===== config.mk =====
export PLATFORM = sky130hd
export DESIGN_NAME = key_debounce
export DESIGN_NICKNAME = d
export VERILOG_FILES = /design/src/rtl/key_debounce_pkg.sv /design/src/rtl/key_debounce_deb_chan.sv /design/src/rtl/key_debounce.sv
export SDC_FILE = /design/constraint.sdc
export NUM_CORES = 1
export LEC_CHECK = 0
export CORE_ASPECT_RATIO = 1.75
export CORE_MARGIN = 4
export CORE_UTILIZATION = 45
export DETAILED_ROUTE_END_ITERATION = 16
export PLACE_DENSITY_LB_ADDON = 0.3
export SETUP_SLACK_MARGIN = 0.4
export SYNTH_ARGS = -nofsm -noshare
export SYNTH_HDL_FRONTEND = slang
export SYNTH_SLANG_ARGS = --single-unit

===== constraint.sdc =====
create_clock -name clk -period 2.1 [get_ports clk]
set_input_delay 0.63 -clock clk [delete_from_list [all_inputs] [get_ports clk]]
set_output_delay 0.63 -clock clk [all_outputs]
set_load 0.005 [all_outputs]

===== src/rtl/key_debounce_pkg.sv =====
// Shared constants for the key/switch debouncer: default timing and the idle
// (released / off) level of each channel kind.
package key_debounce_pkg;

    // 1 ms sample tick at 50 MHz
    localparam int   DEB_TICK_DIV_DEFAULT     = 50000;
    // 10 consecutive differing ticks (10 ms) before a new level is accepted
    localparam int   DEB_STABLE_TICKS_DEFAULT = 10;
    // Push-buttons are active-low, so idle is high
    localparam logic DEB_KEY_IDLE             = 1'b1;
    // Slide switches idle low
    localparam logic DEB_SW_IDLE              = 1'b0;

endpackage


===== src/rtl/key_debounce_deb_chan.sv =====
// One debounce channel: 2-FF synchroniser, stability counter and output flop.
// The counter only advances on sample ticks; any tick where the synchronised
// input matches the output restarts the count, so short bounces are dropped.
// toggle is a registered one-cycle pulse aligned with the output change.
module deb_chan #(
    parameter logic IDLE         = 1'b0,
    parameter int   STABLE_TICKS = 10
) (
    input  logic clk,
    input  logic rst,
    input  logic tick,
    input  logic raw,
    output logic out,
    output logic toggle
);

    localparam int            CW       = $clog2(STABLE_TICKS + 1);
    localparam logic [CW-1:0] CNT_LAST = CW'(STABLE_TICKS - 1);

    logic          r_sync1;
    logic          r_sync2;
    logic          r_out;
    logic          r_toggle;
    logic [CW-1:0] r_cnt;

    // Synchronise the raw pin and accept a new level after STABLE_TICKS differing ticks
    always_ff @(posedge clk) begin
        if (rst) begin
            r_sync1  <= IDLE;
            r_sync2  <= IDLE;
            r_out    <= IDLE;
            r_toggle <= 1'b0;
            r_cnt    <= '0;
        end else begin
            r_sync1  <= raw;
            r_sync2  <= r_sync1;
            r_toggle <= 1'b0;
            if (tick) begin
                if (r_sync2 == r_out) begin
                    r_cnt <= '0;
                end else if (r_cnt == CNT_LAST) begin
                    r_out    <= r_sync2;
                    r_cnt    <= '0;
                    r_toggle <= 1'b1;
                end else begin
                    r_cnt <= r_cnt + CW'(1);
                end
            end
        end
    end

    assign out    = r_out;
    assign toggle = r_toggle;

endmodule


===== src/rtl/key_debounce.sv =====
// Debouncer for the board push-buttons (active-low) and slide switches.
// Holds the shared sample-tick prescaler, one deb_chan per channel and the
// OR of all channel toggles into the single-cycle changed pulse.
// Build option DEBOUNCE_SW_EN: when defined, switches are debounced like keys
// and contribute to changed; otherwise switches are only 2-FF synchronised.
module key_debounce
    import key_debounce_pkg::*;
#(
    parameter int NKEYS        = 4,
    parameter int NSW          = 8,
    parameter int TICK_DIV     = DEB_TICK_DIV_DEFAULT,
    parameter int STABLE_TICKS = DEB_STABLE_TICKS_DEFAULT
) (
    input  logic             clk,
    input  logic             rst,
    input  logic [NKEYS-1:0] keys_n_in,
    input  logic [NSW-1:0]   sw_in,
    output logic [NKEYS-1:0] keys_n_out,
    output logic [NSW-1:0]   sw_out,
    output logic             changed
);

    localparam int            PW         = $clog2(TICK_DIV);
    localparam logic [PW-1:0] PRESC_LAST = PW'(TICK_DIV - 1);

    logic [PW-1:0]    r_presc;
    logic             w_tick;
    logic [NKEYS-1:0] w_key_toggle;
    logic             w_sw_any;

    assign w_tick = (r_presc == PRESC_LAST);

    // Free-running prescaler, wraps at TICK_DIV-1; first tick TICK_DIV cycles after reset
    always_ff @(posedge clk) begin
        if (rst) begin
            r_presc <= '0;
        end else if (w_tick) begin
            r_presc <= '0;
        end else begin
            r_presc <= r_presc + PW'(1);
        end
    end

    generate
        for (genvar gi = 0; gi < NKEYS; gi++) begin : g_key
            deb_chan #(
                .IDLE         (DEB_KEY_IDLE),
                .STABLE_TICKS (STABLE_TICKS)
            ) u_chan (
                .clk    (clk),
                .rst    (rst),
                .tick   (w_tick),
                .raw    (keys_n_in[gi]),
                .out    (keys_n_out[gi]),
                .toggle (w_key_toggle[gi])
            );
        end
    endgenerate

`ifdef DEBOUNCE_SW_EN
    logic [NSW-1:0] w_sw_toggle;

    generate
        for (genvar gi = 0; gi < NSW; gi++) begin : g_sw
            deb_chan #(
                .IDLE         (DEB_SW_IDLE),
                .STABLE_TICKS (STABLE_TICKS)
            ) u_chan (
                .clk    (clk),
                .rst    (rst),
                .tick   (w_tick),
                .raw    (sw_in[gi]),
                .out    (sw_out[gi]),
                .toggle (w_sw_toggle[gi])
            );
        end
    endgenerate

    assign w_sw_any = |w_sw_toggle;
`else
    logic [NSW-1:0] r_sw_sync1;
    logic [NSW-1:0] r_sw_sync2;

    // Switches only need metastability protection: plain 2-FF synchroniser
    always_ff @(posedge clk) begin
        if (rst) begin
            r_sw_sync1 <= {NSW{DEB_SW_IDLE}};
            r_sw_sync2 <= {NSW{DEB_SW_IDLE}};
        end else begin
            r_sw_sync1 <= sw_in;
            r_sw_sync2 <= r_sw_sync1;
        end
    end

    assign sw_out   = r_sw_sync2;
    assign w_sw_any = 1'b0;
`endif

    assign changed = (|w_key_toggle) | w_sw_any;

endmodule


==> results_dict.tcl <==
set metrics [dict create \
    setup.reg_to_reg.worst_slack_ns 0.34 \
    synth_top_area_share_pct 49.4 \
    slew_headroom_pct 72.7 \
    report.power.total_mw 2.61 \
    final.setup.tns_ns 0 \
    timing.rr.start "r_presc[12]" \
    final_hold_viol_count 0 \
    post_route_cells_drive_above_1_share_pct 24.1 \
    critical_path.endpoint_type "output port" \
    period_minus_slack_ns 1.92 \
    yosys.area.top_type "dfxtp_1" \
    cts_max_path_bufs 2 \
    finClkSkew_ns 0.00897 \
    worst_ep_arrival_time_ns 1.29 \
    start_util_pct 46.4 \
    synthTopCellsByCount "64 x dfxtp_1, 25 x nor2_1, 17 x nor2b_1" \
    maxSlewViolCount 0 \
    routed_wire_length_per_instance_microns 13.7 \
    num_vias 2111 \
    netlist_top_cells_area "dfxtp_1 49%, xnor2_1 4.4%, ha_1 4.3%, nor2b_1 4.1%, nor2_1 3.6%" \
    drt_wl_total_microns 5530 \
    startpoint "g_key[1].u_chan.toggle" \
    first_global_vias 2072 \
    post_synth.cell_area_avg_sq_um 9.54 \
    cts-buffers-inserted 9 \
    yosys.area_share.simple_pct 27.6 \
    synth_compound_area_share_pct 7.81 \
    io_pins 27 \
    sinks_on_clock_net 64 \
    cts-htree-levels 3 \
    post_synthesis_instance_area_sq_mm 0.00259 \
    power.density_cell_area_mw_per_mm2 761 \
    post-synth-top-count-cell "dfxtp_1" \
    hold-worst-slack_ns 0.411 \
    path_max_fanout 1 \
    max_freq_mhz 522 \
    worstHoldPathType "flip-flop to flip-flop" \
    synth_edf_count 0 \
    insertedDiodeCount 0 \
    async_flop_share_pct 0 \
    dominant_combinational_cell_family_by_area_after_synthesis "simple AND/OR/NAND/NOR gates" \
    unrepaired_setup_endpoints_after_global_routing "true" \
    muxShareOfSynthArea_pct 0 \
    synth.ff_latch_count 64 \
    max_cap_viol_count 0 \
    tritoncts "done" \
    grt_use_total_pct 17.4 \
    setup_viol 0 \
    floorplan.die.height_microns 108 \
    synth-adder-area-share_pct 4.34 \
    worst_setup_path_start_kind "flip-flop" \
    core_area_sq_mm 0.00559 \
    grt_pass1_wl_microns 9450 \
    drc 0 \
    critPathKind "flip-flop to output port" \
    iteration_0_drc_markers 114 \
    number_of_cell_rows 36 \
    synth_sequential_area_ratio_pct 49.4 \
    num-nets-final 347 \
    clock_tree.root_cell "clkbuf_8" \
    holdCritStartpoint "g_key[1].u_chan.r_sync1" \
    design.die.area_sq_mm 0.00709 \
    net_count_after_synthesis 295 \
    detailed_place_hpwl_microns 3400 \
    status "complete, no violations" \
    firstDrtPassIters 4 \
    antenna_found_initial 0 \
    syn2layout_area_growth_pct 32.3 \
    synth_flop_cell "dfxtp_1" \
    globalRouteOverflowTotal 0 \
    synth.lib_cells_used.distinct 33 \
    port_buffers 26 \
    avgViaCountPerCell 5.23 \
    layout.filler_cells 479 \
    cp_data_required_time_ns 1.47 \
    grt_start_max_net_pins 16 \
    place_congestion 0.747 \
    tightestPinTransition_ns 0.406 \
    die_x_microns 65.4 \
    synthCells 272 \
    synthXorXnorAreaFrac_pct 6.08 \
    clock_insertion_delay_at_the_later_pin_of_the_skew_report_ns 0.33 \
    peak_supply_drop_v 0.000469 \
    power.static_leakage_nw 1.32 \
    antenna_violation_net_count_after_detailed_routing 0 \
    ys_warn_count 0 \
    cts_clock_pin_slew_for_the_worst_setup_and_hold_paths_ns 0.07 \
    layout_worst_path_cycle_share_pct 91.3 \
]
[cell families (layout without fill, tap and decap cells)]
logic type / Yosys count / count (layout)
and+or+nand+nor: 121 / 123
AOI/OAI and AO/OA: 34 / 34
xor gates and xnor gates: 18 / 18
DFF: 64 / 64
adders and majority gates: 9 / 9
buffers and inverters: 26 / 80
[cell usage in the layout, fill, tap and decap left out, types with 5 or more instances in the layout]
cell type and count:
ha_1 8, nor2b_1 17, a21oi_1 12, dfxtp_2 10, o21ai_0 8, buf_4 25
clkdlybuf4s50_1 13, dlygate4sd2_1 12, nor3_1 5, inv_1 11, or2_2 9, dfxtp_1 53
or3_1 8, xnor2_1 13, and3_1 5, nand4_1 5, clkbuf_8 10, nor2_1 25
nand2b_1 5, xor2_1 5, nand2_1 11
[area by class of cell]
class,instances,area (sq um),area share (%)
sequential,64,1300,37.8
multi-input combinational,184,1300,37.9
timing repair buffer,54,462,13.5
clock buffer,12,145,4.23
tap,76,95.1,2.77
clock inverter,3,90.1,2.62
inverter,11,41.3,1.20
[sequential cells by signal, indices dropped and copies added, names as in the netlist]
signal,flops
g_key.u_chan.out,4
g_key.u_chan.r_cnt,16
g_key.u_chan.r_sync1,4
g_key.u_chan.r_sync2,4
g_key.u_chan.toggle,4
r_presc,16
r_sw_sync1,8
sw_out,8
[stage by stage]
step | instances | cell area (sq um) | setup WS [ns] | utilization [%]
2_1_floorplan | 272 | 2620 | 0.401 | -
3_3_place_gp | 373 | 3000 | 0.210 | 53.7
3_5_place_dp | 373 | 3000 | 0.177 | 53.7
4_1_cts | 403 | 3390 | 0.200 | 60.7
5_1_grt | 404 | 3430 | 0.130 | 61.4
6_report | 404 | 3430 | 0.183 | 61.4
[layer usage]
layer,vias up,part of all wire [%],wire (microns),global-route usage [%]
met2,46,53,2930,30.6
met4,0,3.8,210,11.3
met1,1007,40,2210,18.2
li1,1042,-,-,-
met5,-,0,0,0
met3,16,3.3,184,3.53
[path summary, 6_finish.rpt]
path | end | cells after the start
max | changed | 2
min | g_key[1].u_chan.r_sync2 | 1
max reg2reg | g_key[0].u_chan.r_cnt[3] | 5
min reg2reg | g_key[1].u_chan.r_sync2 | 1
[power by group]
group | leakage (nW) | switching [mW] | internal, mW
Sequential | 0.523 | 0.0106 | 1.24
Clock | 0.117 | 0.444 | 0.816
Combinational | 0.679 | 0.0432 | 0.0576
[critical path: stages (launching register included)]
cell	delay, ns
dfxtp_1	0.30
or4_1	0.51
buf_2	0.14
[what timing repair did]
action | CTS | global route
hold endpoints to repair | 0 | 0
gates resized for setup | 34 | 14
hold buffers | 0 | 0
pin swaps | 13 | 15
endpoints found under the setup margin | 50 | 36
cloned | 2 | 0
buffers inserted | 13 | 1
Power figures use the tool's default switching activity.
==> RTL change 1 (same flow settings) <==
Change the package constant `DEB_STABLE_TICKS_DEFAULT` from 10 to 11.
--- a/src/rtl/key_debounce_pkg.sv
+++ b/src/rtl/key_debounce_pkg.sv
@@ -7,3 +7,3 @@
     // 10 consecutive differing ticks (10 ms) before a new level is accepted
-    localparam int   DEB_STABLE_TICKS_DEFAULT = 10;
+    localparam int   DEB_STABLE_TICKS_DEFAULT = 11;
     // Push-buttons are active-low, so idle is high
Behaviour: no difference found for any inputs over 10 cycles, from zero or initial values and one cycle with rst high; that may be too few to reach the edited logic, so the function may still have changed.
==> RTL change 1 against the unedited design <==
Sequential power about the same; sequential cell count did not move; clock power decreased by 25%; synthesized area is 1.1% lower; the run now ends with negative setup slack left; power shrank 12%; routed wire length decreased by 6.6%; setup slack got worse by 0.24 ns; final area fell by 3.0%.
==> RTL change 1: results (changes against the unedited design) <==
timing:
  tns_ns: -0.424  # -0.424 ns
  timing.hold.ws_ns: 0.414  # +0.00296 ns
  final.setup.worst_slack_ns: -0.0526  # -0.236 ns
  skew_ns: 0.00823  # -0.000746 ns
  setup_viol: 19  # +19
  slew_headroom_pct: 65.3  # -7.4 points
synth:
  ys_seq_area_share_pct: 49.9  # +0.53 points
  synthAdderAreaFrac_pct: 4.39  # +0.047 points
  ys_types: 33  # unchanged
  synth_common_cells: "dfxtp_1 (64), nor2_1 (21), nor2b_1 (16), a21oi_1 (14), inv_1 (14)"
  synth_compound_area_share_pct: 8.82  # +1.0 points
  yosys.area_share.xor_xnor_pct: 5.46  # -0.62 points
  async_flop_share_pct: 0  # unchanged
  avgSynthCellArea_um2: 9.40  # -1.4%
  yosys-top-cells-area: "dfxtp_1 (50%), ha_1 (4.4%), nor2b_1 (3.9%), xor2_1 (3.8%), nor2_1 (3.1%)"
  synthesis.nets: 296  # +0.34%
hold_path:
  hold_path_end: "r_presc[0]"
  holdCritStartpoint: "r_presc[0]"
cells_and_area:
  antenna_cells: 0  # unchanged
  drive_gt1_share_pct: 21.9  # -2.2 points
  largestRegisters: "g_key.u_chan.r_cnt (16), r_presc (16)"
  syn_to_final_growth_pct: 29.7
  num-nets-final: 333  # -4.0%
power:
  clkPwrFrac_pct: 41.0  # -7.3 points
  vdd_ir_drop_max_uv: 520  # +11%
  p_int_mw: 1.77  # -16%
  cellLeakagePower_nw: 1.30  # -1.3%
  comb_power_share_pct: 5.0  # +1.1 points
placed_design:
  io_buffers: 26  # unchanged
  dpl.hpwl_um: 3250  # -4.2%
  dp.cells: 369  # -1.1%
  placed_area_um2: 2960  # -1.3%
  place.gp.congestion: 0.783  # +4.7%
  post-place-ws_ns: -0.0549  # -0.232 ns
critical_path:
  crit_fanout: 9  # +8
  crit_arrival_ns: 2.42  # +1.13 ns
  r2r-end: "g_key[3].u_chan.r_cnt[1]"
  reg2reg_depth: 6  # +1
  critPathMaxStageDelay_ns: 0.50
  crit_path_top_delay_cell: "or4_1"
  regToRegStartpoint: "r_presc[11]"
outcome:
  violations: "negative setup slack"
  status: "complete, but fails checks"
cts:
  clkTransAtPathRegs_ns: 0.07  # about the same
grt:
  grt_pass1_vias: 1963  # -5.3%
  grt_max_degree: 42  # +26
  use_met2_pct: 28.4  # -2.2 points
  use_met1_pct: 15.4  # -2.8 points
  track_usage_pct: 16.0  # -1.4 points
  grt_pass1_wl_um: 8540  # -9.6%
  gr-usage-met3_pct: 5.96  # +2.4 points
routing:
  wl_met1_um: 2040  # -7.5%
  met3WireLength_um: 248  # +35%
  wl_met2_um: 2720  # -7.2%
  route.detailed.drc: 0  # unchanged
  first_pass_iters: 6  # +2
  vias_per_cell: 5.19  # -0.64%
  drtIter0Drc: 52  # -54%
  wl_um: 5170  # -6.6%
  wire_per_inst_um: 13.2  # -3.5%
[RTL change 1: cell types whose count changed after synthesis, moves of 3 or more]
cell / change
xnor2_1: -8
xor2_1: +6
nor2_1: -4
nor4_1: -4
o21bai_1: +4
o311ai_0: +4
o41a_1: -4
or4b_1: -4
a32o_1: +3
clkbuf_1: +3
inv_1: +3
o21ai_0: -3
or4_1: +3
[RTL change 1: kinds of logic (layout without fill, tap and decap cells)]
logic type / after synthesis / after routing
compound gates: 36 / 36
simple gates: 116 / 116
buf+inv: 32 / 74
fa+ha+maj: 9 / 9
flops: 64 / 64
xor+xnor: 16 / 16
[RTL change 1: worst max-delay path by stage]
stage | startpoint | endpoint | slack, ns
after detailed placement | r_presc[13] | g_key[3].u_chan.r_cnt[2] | -0.05
after global routing | r_presc[11] | g_key[3].u_chan.r_cnt[2] | -0.11
final | r_presc[11] | g_key[3].u_chan.r_cnt[1] | -0.05
after CTS | r_presc[13] | g_key[3].u_chan.r_cnt[2] | -0.02
after floorplan | r_presc[13] | g_key[1].u_chan.r_cnt[2] | 0.11
after global placement | r_presc[13] | g_key[1].u_chan.r_cnt[2] | 0.02
[RTL change 1: final cells by class]
| class | count | area [um2] |
|---|---|---|
| Tap cell | 76 | 95.1 |
| Clock buffer | 10 | 138 |
| Multi-Input combinational cell | 177 | 1230 |
| Timing Repair Buffer | 44 | 475 |
| Inverter | 14 | 52.6 |
| Fill cell | 485 | 2210 |
| Clock inverter | 6 | 45.0 |
| Sequential cell | 64 | 1290 |
[RTL change 1: repair_timing]
item,CTS,global route
cloned,2,1
gates resized for setup,34,15
pin swaps,2,3
setup endpoints to repair,52,40
hold endpoints to repair,0,0
buffers inserted,2,1
==> RTL change 2 (config.mk and constraints unchanged) <==
Made on the original files. Make the reset (`rst`) asynchronous in 3 clocked blocks.
--- a/src/rtl/key_debounce_deb_chan.sv
+++ b/src/rtl/key_debounce_deb_chan.sv
@@ -26,3 +26,3 @@
     // Synchronise the raw pin and accept a new level after STABLE_TICKS differing ticks
-    always_ff @(posedge clk) begin
+    always_ff @(posedge clk or posedge rst) begin
         if (rst) begin
--- a/src/rtl/key_debounce.sv
+++ b/src/rtl/key_debounce.sv
@@ -33,3 +33,3 @@
     // Free-running prescaler, wraps at TICK_DIV-1; first tick TICK_DIV cycles after reset
-    always_ff @(posedge clk) begin
+    always_ff @(posedge clk or posedge rst) begin
         if (rst) begin
@@ -84,3 +84,3 @@
     // Switches only need metastability protection: plain 2-FF synchroniser
-    always_ff @(posedge clk) begin
+    always_ff @(posedge clk or posedge rst) begin
         if (rst) begin
Function: differs if rst is asserted again (counterexample within 4 cycles, from zero or initial values and one cycle with rst high); with rst held inactive, the same outputs for 10 cycles.
==> RTL change 2 against the unedited design <==
Final area decreased by 0.51%; synthesized area increased by 1.4%; routed wire length decreased by 12%; clock power decreased by 19%; power decreased by 9.6%; sequential share of layout area increased by 9.6 points; combinational power decreased by 26%; setup slack got worse by 0.039 ns; sequential cell count unchanged.
==> RTL change 2: results (changes against the unedited design) <==
outcome:
  status: "finished clean"
placed_design:
  placed_area_um2: 3000  # about the same
  post-place-ws_ns: 0.0620  # -0.115 ns
  dpl.hpwl_um: 3020  # -11%
  dp.cells: 314  # -16%
  place.gp.congestion: 0.718  # -4.0%
synth:
  synth_flop_cell: "dfrtp_1"
  ys_seq_area_share_pct: 61.5  # +12 points
  synth_common_cells: "dfrtp_1 (52), nor2_1 (19), o21ai_0 (16), dfstp_2 (12), xnor2_1 (11)"
  async_flop_share_pct: 100  # +100 points
  yosys-top-cells-area: "dfrtp_1 (49%), dfstp_2 (12%), ha_1 (4.3%), xnor2_1 (3.7%), o21ai_0 (3.0%)"
  ys_types: 37  # +12%
  synth_cells: 214  # -21%
  synthesis.nets: 237  # -20%
hold_path:
  holdCritStartpoint: "r_sw_sync1[6]"
  hold_depth: 0  # -1
  hold_path_end: "sw_out[6]"
critical_path:
  crit_arrival_ns: 1.33  # +0.04 ns
  reg2reg_slack_ns: 0.31  # -0.03 ns
  critical_path.endpoint: "changed"
  cp-startpoint: "g_key[1].u_chan.toggle"
  r2r-end: "g_key[3].u_chan.r_cnt[3]"
  regToRegStartpoint: "r_presc[7]"
cts:
  clk_latency_ns: 0.35  # +0.02 ns
  post_cts_buffers: 18  # +5
grt:
  track_usage_pct: 16.1  # -1.2 points
  grt_pass1_wl_um: 8540  # -9.6%
  grt_max_degree: 65  # +49
  grt_pass1_vias: 1898  # -8.4%
timing:
  final.setup.worst_slack_ns: 0.144  # -0.0389 ns
  skew_ns: 0.0133  # +0.00437 ns
  slew_headroom_pct: 70.9  # -1.8 points
routing:
  vias_per_cell: 4.96  # -5.1%
  drtIter0Drc: 60  # -47%
  wire_per_inst_um: 13.8  # +1.1%
  num_vias: 1735  # -18%
cells_and_area:
  drive_gt1_share_pct: 32.8  # +8.8 points
  num-nets-final: 292  # -16%
-- RTL change 2: through the flow --
step	power [mW]	hold WS, ns
floorplan	1.32	0.331
finish	2.36	0.350
global route	2.46	0.358
global placement	1.37	0.331
CTS	2.38	0.353
detailed placement	1.37	0.336
-- RTL change 2: area by class of cell --
cell class              instances  area (um2)
fillers                       450        2220
flip-flops and latches         64        1620
multi-input cells             134        1040
repair buffers                 51         433
clock buffers                  11         131
well taps                      76        95.1
clock inverters                 5        58.8
inverters                       9        37.5
-- RTL change 2: report_power, final --
group | total [mW] | switching, mW | internal, mW
clock network | 1.02 | 0.469 | 0.548
registers | 1.27 | 0.00716 | 1.26
logic | 0.0748 | 0.0377 | 0.0371
total | 2.36 | 0.513 | 1.85
-- RTL change 2: worst max-delay path, delay by kind of cell, from the launching register on --
| kind | cells | cell delay [ns] |
|---|---|---|
| simple gates | 1 | 0.50 |
| flops | 1 | 0.36 |
| buf+inv | 1 | 0.14 |
-- RTL change 2: cells by family (layout without fill, tap and decap cells) --
logic type                 after synthesis  count (layout)  share of synthesized area, %
xor gates and xnor gates                18              18                          5.99
buffers and inverters                   17              76                          3.38
and+or+nand+nor                         78              79                          17.8
AOI/OAI and AO/OA                       24              24                          5.38
adders and majority gates                9               9                          4.28
muxes                                    4               4                          1.71
DFF                                     64              64                          61.5
-- RTL change 2: layer usage --
layer / wire length [um] / global-route usage (%) / vias to the layer above / part of all wire, %
li1: - / - / 845 / -
met2: 2560 / 27.3 / 29 / 53
met1: 1910 / 17.5 / 843 / 39
met3: 194 / 4.85 / 18 / 4.0
met4: 182 / 9.50 / 0 / 3.8
met5: 0 / 0 / - / 0
